File: src/rtl/memory_loader.sv
// Byte-stream loader: parses a 3-byte header (start, length) and writes the payload bytes
// into the parameter memory write port, one registered write per accepted byte.
module memory_loader #(
    parameter int unsigned DEPTH = 320,
    parameter int unsigned AW    = 9,
    parameter int unsigned DW    = 8
) (
    input  logic          clk,
    input  logic          rst_n,
    input  logic [DW-1:0] in_data,
    input  logic          in_valid,
    output logic          in_ready,
    input  logic          abort,
    output logic [AW-1:0] mem_addr,
    output logic [DW-1:0] mem_data,
    output logic          mem_we,
    output logic          busy,
    output logic          done,
    output logic          error,
    output logic [AW:0]   bytes_written
);

    typedef enum logic [2:0] {
        StIdle,
        StHdr1,
        StHdr2,
        StCheck,
        StWrite,
        StFinish
    } state_e;

    localparam logic [AW:0] DepthW = (AW+1)'(DEPTH);

    state_e        state_q;
    logic          in_ready_q;
    logic [AW-1:0] start_q;
    logic [AW-1:0] len_q;
    logic [AW-1:0] ptr_q;
    logic [AW:0]   cnt_q;
    logic [AW-1:0] mem_addr_q;
    logic [DW-1:0] mem_data_q;
    logic          mem_we_q;
    logic          done_q;
    logic          error_q;
    logic [AW:0]   bw_q;

    logic          accept;
    logic [AW:0]   len_total;
    logic [AW:0]   end_excl;
    logic          range_bad;

    // in_ready_q is only ever 1 in accepting states, so it alone qualifies a transfer.
    assign accept    = in_valid && in_ready_q;
    assign len_total = {1'b0, len_q} + 1'b1;
    assign end_excl  = {1'b0, start_q} + len_total;
    assign range_bad = ({1'b0, start_q} >= DepthW) || (end_excl > DepthW);

    always_ff @(posedge clk or negedge rst_n) begin
        if (!rst_n) begin
            state_q    <= StIdle;
            in_ready_q <= 1'b0;
            start_q    <= '0;
            len_q      <= '0;
            ptr_q      <= '0;
            cnt_q      <= '0;
            mem_addr_q <= '0;
            mem_data_q <= '0;
            mem_we_q   <= 1'b0;
            done_q     <= 1'b0;
            error_q    <= 1'b0;
            bw_q       <= '0;
        end else begin
            mem_we_q <= 1'b0;
            done_q   <= 1'b0;
            if (abort) begin
                state_q    <= StIdle;
                in_ready_q <= 1'b1;
            end else begin
                case (state_q)
                    StIdle: begin
                        in_ready_q <= 1'b1;
                        if (accept && in_data[DW-1]) begin
                            start_q <= {in_data[0], {(AW-1){1'b0}}};
                            len_q   <= {in_data[1], {(AW-1){1'b0}}};
                            error_q <= 1'b0;
                            bw_q    <= '0;
                            state_q <= StHdr1;
                        end
                    end
                    StHdr1: begin
                        if (accept) begin
                            start_q <= {start_q[AW-1], in_data};
                            state_q <= StHdr2;
                        end
                    end
                    StHdr2: begin
                        if (accept) begin
                            len_q      <= {len_q[AW-1], in_data};
                            state_q    <= StCheck;
                            in_ready_q <= 1'b0;
                        end
                    end
                    StCheck: begin
                        in_ready_q <= 1'b1;
                        if (range_bad) begin
                            error_q <= 1'b1;
                            state_q <= StIdle;
                        end else begin
                            ptr_q   <= start_q;
                            cnt_q   <= len_total;
                            state_q <= StWrite;
                        end
                    end
                    StWrite: begin
                        if (accept) begin
                            mem_we_q   <= 1'b1;
                            mem_addr_q <= ptr_q;
                            mem_data_q <= in_data;
                            ptr_q      <= ptr_q + 1'b1;
                            bw_q       <= bw_q + 1'b1;
                            cnt_q      <= cnt_q - 1'b1;
                            if (cnt_q == (AW+1)'(1)) begin
                                // done coincides with the final write in FINISH
                                done_q     <= 1'b1;
                                in_ready_q <= 1'b0;
                                state_q    <= StFinish;
                            end
                        end
                    end
                    StFinish: begin
                        in_ready_q <= 1'b1;
                        state_q    <= StIdle;
                    end
                    default: begin
                        in_ready_q <= 1'b1;
                        state_q    <= StIdle;
                    end
                endcase
            end
        end
    end

    assign in_ready      = in_ready_q;
    assign mem_addr      = mem_addr_q;
    assign mem_data      = mem_data_q;
    assign mem_we        = mem_we_q;
    assign busy          = (state_q != StIdle);
    assign done          = done_q;
    assign error         = error_q;
    assign bytes_written = bw_q;

endmodule

File: config.mk
export PLATFORM = sky130hd
export DESIGN_NAME = memory_loader
export DESIGN_NICKNAME = d
export VERILOG_FILES = /design/src/rtl/memory_loader.sv
export SDC_FILE = /design/constraint.sdc
export NUM_CORES = 1
export LEC_CHECK = 0
export CORE_ASPECT_RATIO = 1.2
export CORE_UTILIZATION = 59
export CTS_BUF_LIST = sky130_fd_sc_hd__clkbuf_2 sky130_fd_sc_hd__clkbuf_4 sky130_fd_sc_hd__clkbuf_8
export DETAILED_ROUTE_END_ITERATION = 12
export PLACE_DENSITY = 0.82
export SETUP_SLACK_MARGIN = 0.1
export SLEW_MARGIN = 20
export SYNTH_ARGS = -nofsm -noshare
export SYNTH_HDL_FRONTEND = slang
export SYNTH_SLANG_ARGS = --single-unit
File: constraint.sdc
create_clock -name clk -period 3.5 [get_ports clk]
set_input_delay 0.7 -clock clk [delete_from_list [all_inputs] [get_ports clk]]
set_output_delay 0.7 -clock clk [all_outputs]
set_load 0.05 [all_outputs]
==> metrics <==
run status finished, final reports clean; PortBufs 43; largest net degree at the start of global routing 42; reg-to-reg slack, setup about 0.26 ns; area share of the leading cell type in the synthesized netlist 0.419; Slew @ Worst Pin ~0.71 ns; Critical Path RT 3.74 ns; Netlist cell types 66; # nets final roughly 570; TritonCTS clock tree done; Comb power frac 0.234; Fill cells between 500 and 600; Internal Power approximately 1.5 mW; CTS sink count 71; initial antenna violation count 0; initial DRC count ~500; register area about 0.0018 mm²; Pre-Repair DR Iteration Count 6; ant diodes 0; cell taking the most area after synthesis dfrtp_1; Die W ~79 µm; post-DR wirelength/cell a little under 20 µm; Synth area leaders dfrtp_1 (42%), nand2_1 (7.0%), o21ai_0 (5.0%); Synth Cell Area 0.00425 mm²; Layout Cells excl Fill roughly 640; flops & latches, synth 71; period utilisation layout 0.925; slew margin rel. 0.527; Syn Area/Cell between 8 and 9 µm²; die extent in y approximately 95 µm; Net Sw Frac 0.329; H-Tree Depth 3; CP Capture Type flip-flop; synth warn 0; Min Clock Period, post-route 3.24 ns; final slew viol count 0; gpl congestion 0.974; # rows 33; Detail Route Antenna Nets 0; TritonCTS Buffers 9; crit-path max FO 11; clk slew on worst S/H paths ~0.080 ns; Leak Pwr roughly 2.3 nW; CTS Buffer Depth 2; Post-synth EDFFs 0; sequential share of the synthesized area 0.419; Multi-input gate area 0.00232 mm²; reg2reg end cnt_q[7]; HPWL Detailed approximately 9000 µm; max cap viols 0; area delta synth->final 20.8%; layout cells sized above 1 0.118; drt drc 0; worst hold path type input pin to asynchronous set/reset pin; worst-skew pair later-pin latency between 0.3 and 0.4 ns; Worst Setup Start Kind flip-flop; arrival time at the worst endpoint roughly 3.5 ns; IO Count 44; Worst Skew ~0.016 ns; RSZ-0062 raised after global routing false; final hold vios 0; DP Cell Count a little over 600; global-route wire length before repair around 20,000 µm; Reg2Reg Depth 12; vias ~4,100; Mapped Cells between 400 and 500; sw power approximately 730 µW; Main synth FF type dfrtp_1; Pwr per Cell Area 436 mW/mm²; hold bufs inserted after CTS 0; WL final ~12,000 µm; DR vias/cell between 6 and 7; Congestion Overflow GR 0; Core Region ~0.007 mm²; ys async rst share 1.00; Clk network pwr share 0.328; Fmax 309 MHz; CTS root buffer clkbuf_8; reg2reg start len_q[0]; Initial Util 0.616; DIE AREA 0.00754 mm²; setup_tns 0 ns; Global Route Usage Sum 0.353; IR drop worst, VDD around 320 µV; sequential share of power 0.438; Setup-failing EPs final 0; post-synthesis net count ~520; vias in the first global route roughly 4,000; worst setup path class flip-flop to flip-flop
sequential cells by signal, summed over array words and instances (netlist names):
name / cells
bytes_written: 10
cnt_q: 10
len_q: 9
mem_addr: 9
ptr_q: 9
start_q: 9
mem_data: 8
state_q: 3
done: 1
error: 1
in_ready: 1
mem_we: 1
synth_stat cells (9+ instances only):
library cell and count:
nand2_1 79, o21ai_0 42, nor2_1 29, clkbuf_1 17, xor2_1 9, o211ai_1 13, ha_1 14, nand4_1 10
nand3_1 36, inv_1 31, a21oi_1 17, dfrtp_1 71, nor3_1 10
placed cells by master, fill, tap and decap left out, types with 4 or more instances in the layout:
master            n
a21oi_1          14
a221o_1           5
and3_1            5
buf_4            21
clkbuf_8          9
clkdlybuf4s50_1  42
dfrtp_1          71
ha_1             12
inv_1            31
nand2_1          78
nand3_1          36
nand4_1          10
nor2_1           29
nor2b_1           7
nor3_1            9
nor4_1            6
o211ai_1         13
o21ai_0          41
o21ai_1           4
o221ai_1          4
o31ai_1           4
xnor2_1           7
xor2_1            9
logic make-up after synthesis:
logic type / after synthesis / share of synthesized area
multiplexers: 3 / 0.00766
buffers and inverters: 57 / 0.0519
flip-flops: 71 / 0.419
AO/OA/AOI/OAI: 124 / 0.201
AND/OR/NAND/NOR: 208 / 0.240
XOR/XNOR: 17 / 0.0351
adder cells (fa/ha/maj): 15 / 0.0460
worst max-delay path by stage:
stage               startpoint       end  slack, ns
finish                len_q[0]  cnt_q[7]       0.26
global route          len_q[0]  ptr_q[6]       0.08
CTS                   len_q[0]  cnt_q[1]       0.18
detailed placement    len_q[0]  cnt_q[9]       0.21
global placement      len_q[0]  cnt_q[1]       0.26
floorplan             len_q[0]  cnt_q[7]       0.56
worst max-delay path, stage by stage (launching register included):
cell and delay (ns):
dfrtp_1 0.41, ha_1 0.20, nand3_1 0.16, nor3_2 0.18, xnor2_1 0.20, ha_2 0.37
a21oi_2 0.18, o21bai_1 0.10, a21o_1 0.24, o21a_1 0.25, o21ai_1 0.32, a21oi_4 0.13
a221o_1 0.39
timing repair:
action / in CTS / in global routing
resized for setup: 0 / 12
setup buffers: 0 / 2
endpoints found under the setup margin: 0 / 19
metrics by stage:
stage / total power [mW] / hold slack, ns / setup WS [ns] / cell area, µm² / util
CTS: 2.22 / 0.128 / 0.185 / 5060 / 0.734
detailed placement: 1.50 / 0.462 / 0.211 / 4840 / 0.703
global placement: 1.48 / 0.462 / 0.259 / 4840 / 0.703
finish: 2.24 / 0.126 / 0.262 / 5130 / 0.744
floorplan: 1.31 / 0.404 / 0.562 / 4250 / -
global route: 2.32 / 0.127 / 0.0802 / 5130 / 0.744
final cells by class:
cell class / instances / area share
well taps: 87 / 0.0212
multi-input cells: 367 / 0.453
repair buffers: 64 / 0.114
inverters: 33 / 0.0242
clock inverters: 5 / 0.0163
clock buffers: 10 / 0.0256
flip-flops and latches: 71 / 0.346
power groups by stage:
stage          Clock (mW)  Sequential [mW]  Combinational [mW]
3_3_place_gp            0            0.987               0.491
2_1_floorplan           0             1.06               0.246
3_5_place_dp            0            0.991               0.504
5_1_grt             0.767            0.990               0.568
4_1_cts             0.736            0.976               0.508
6_report            0.733            0.979               0.524
metal layers:
metal,part of all wire,GRT usage,routed length [µm],vias up
li1,-,-,-,1885
met1,0.40,0.446,4920,1953
met2,0.47,0.566,5790,213
met3,0.081,0.0686,993,51
met4,0.046,0.195,566,0
met5,0,0,0,-
Note: power is estimated with default switching activity, not from simulation.
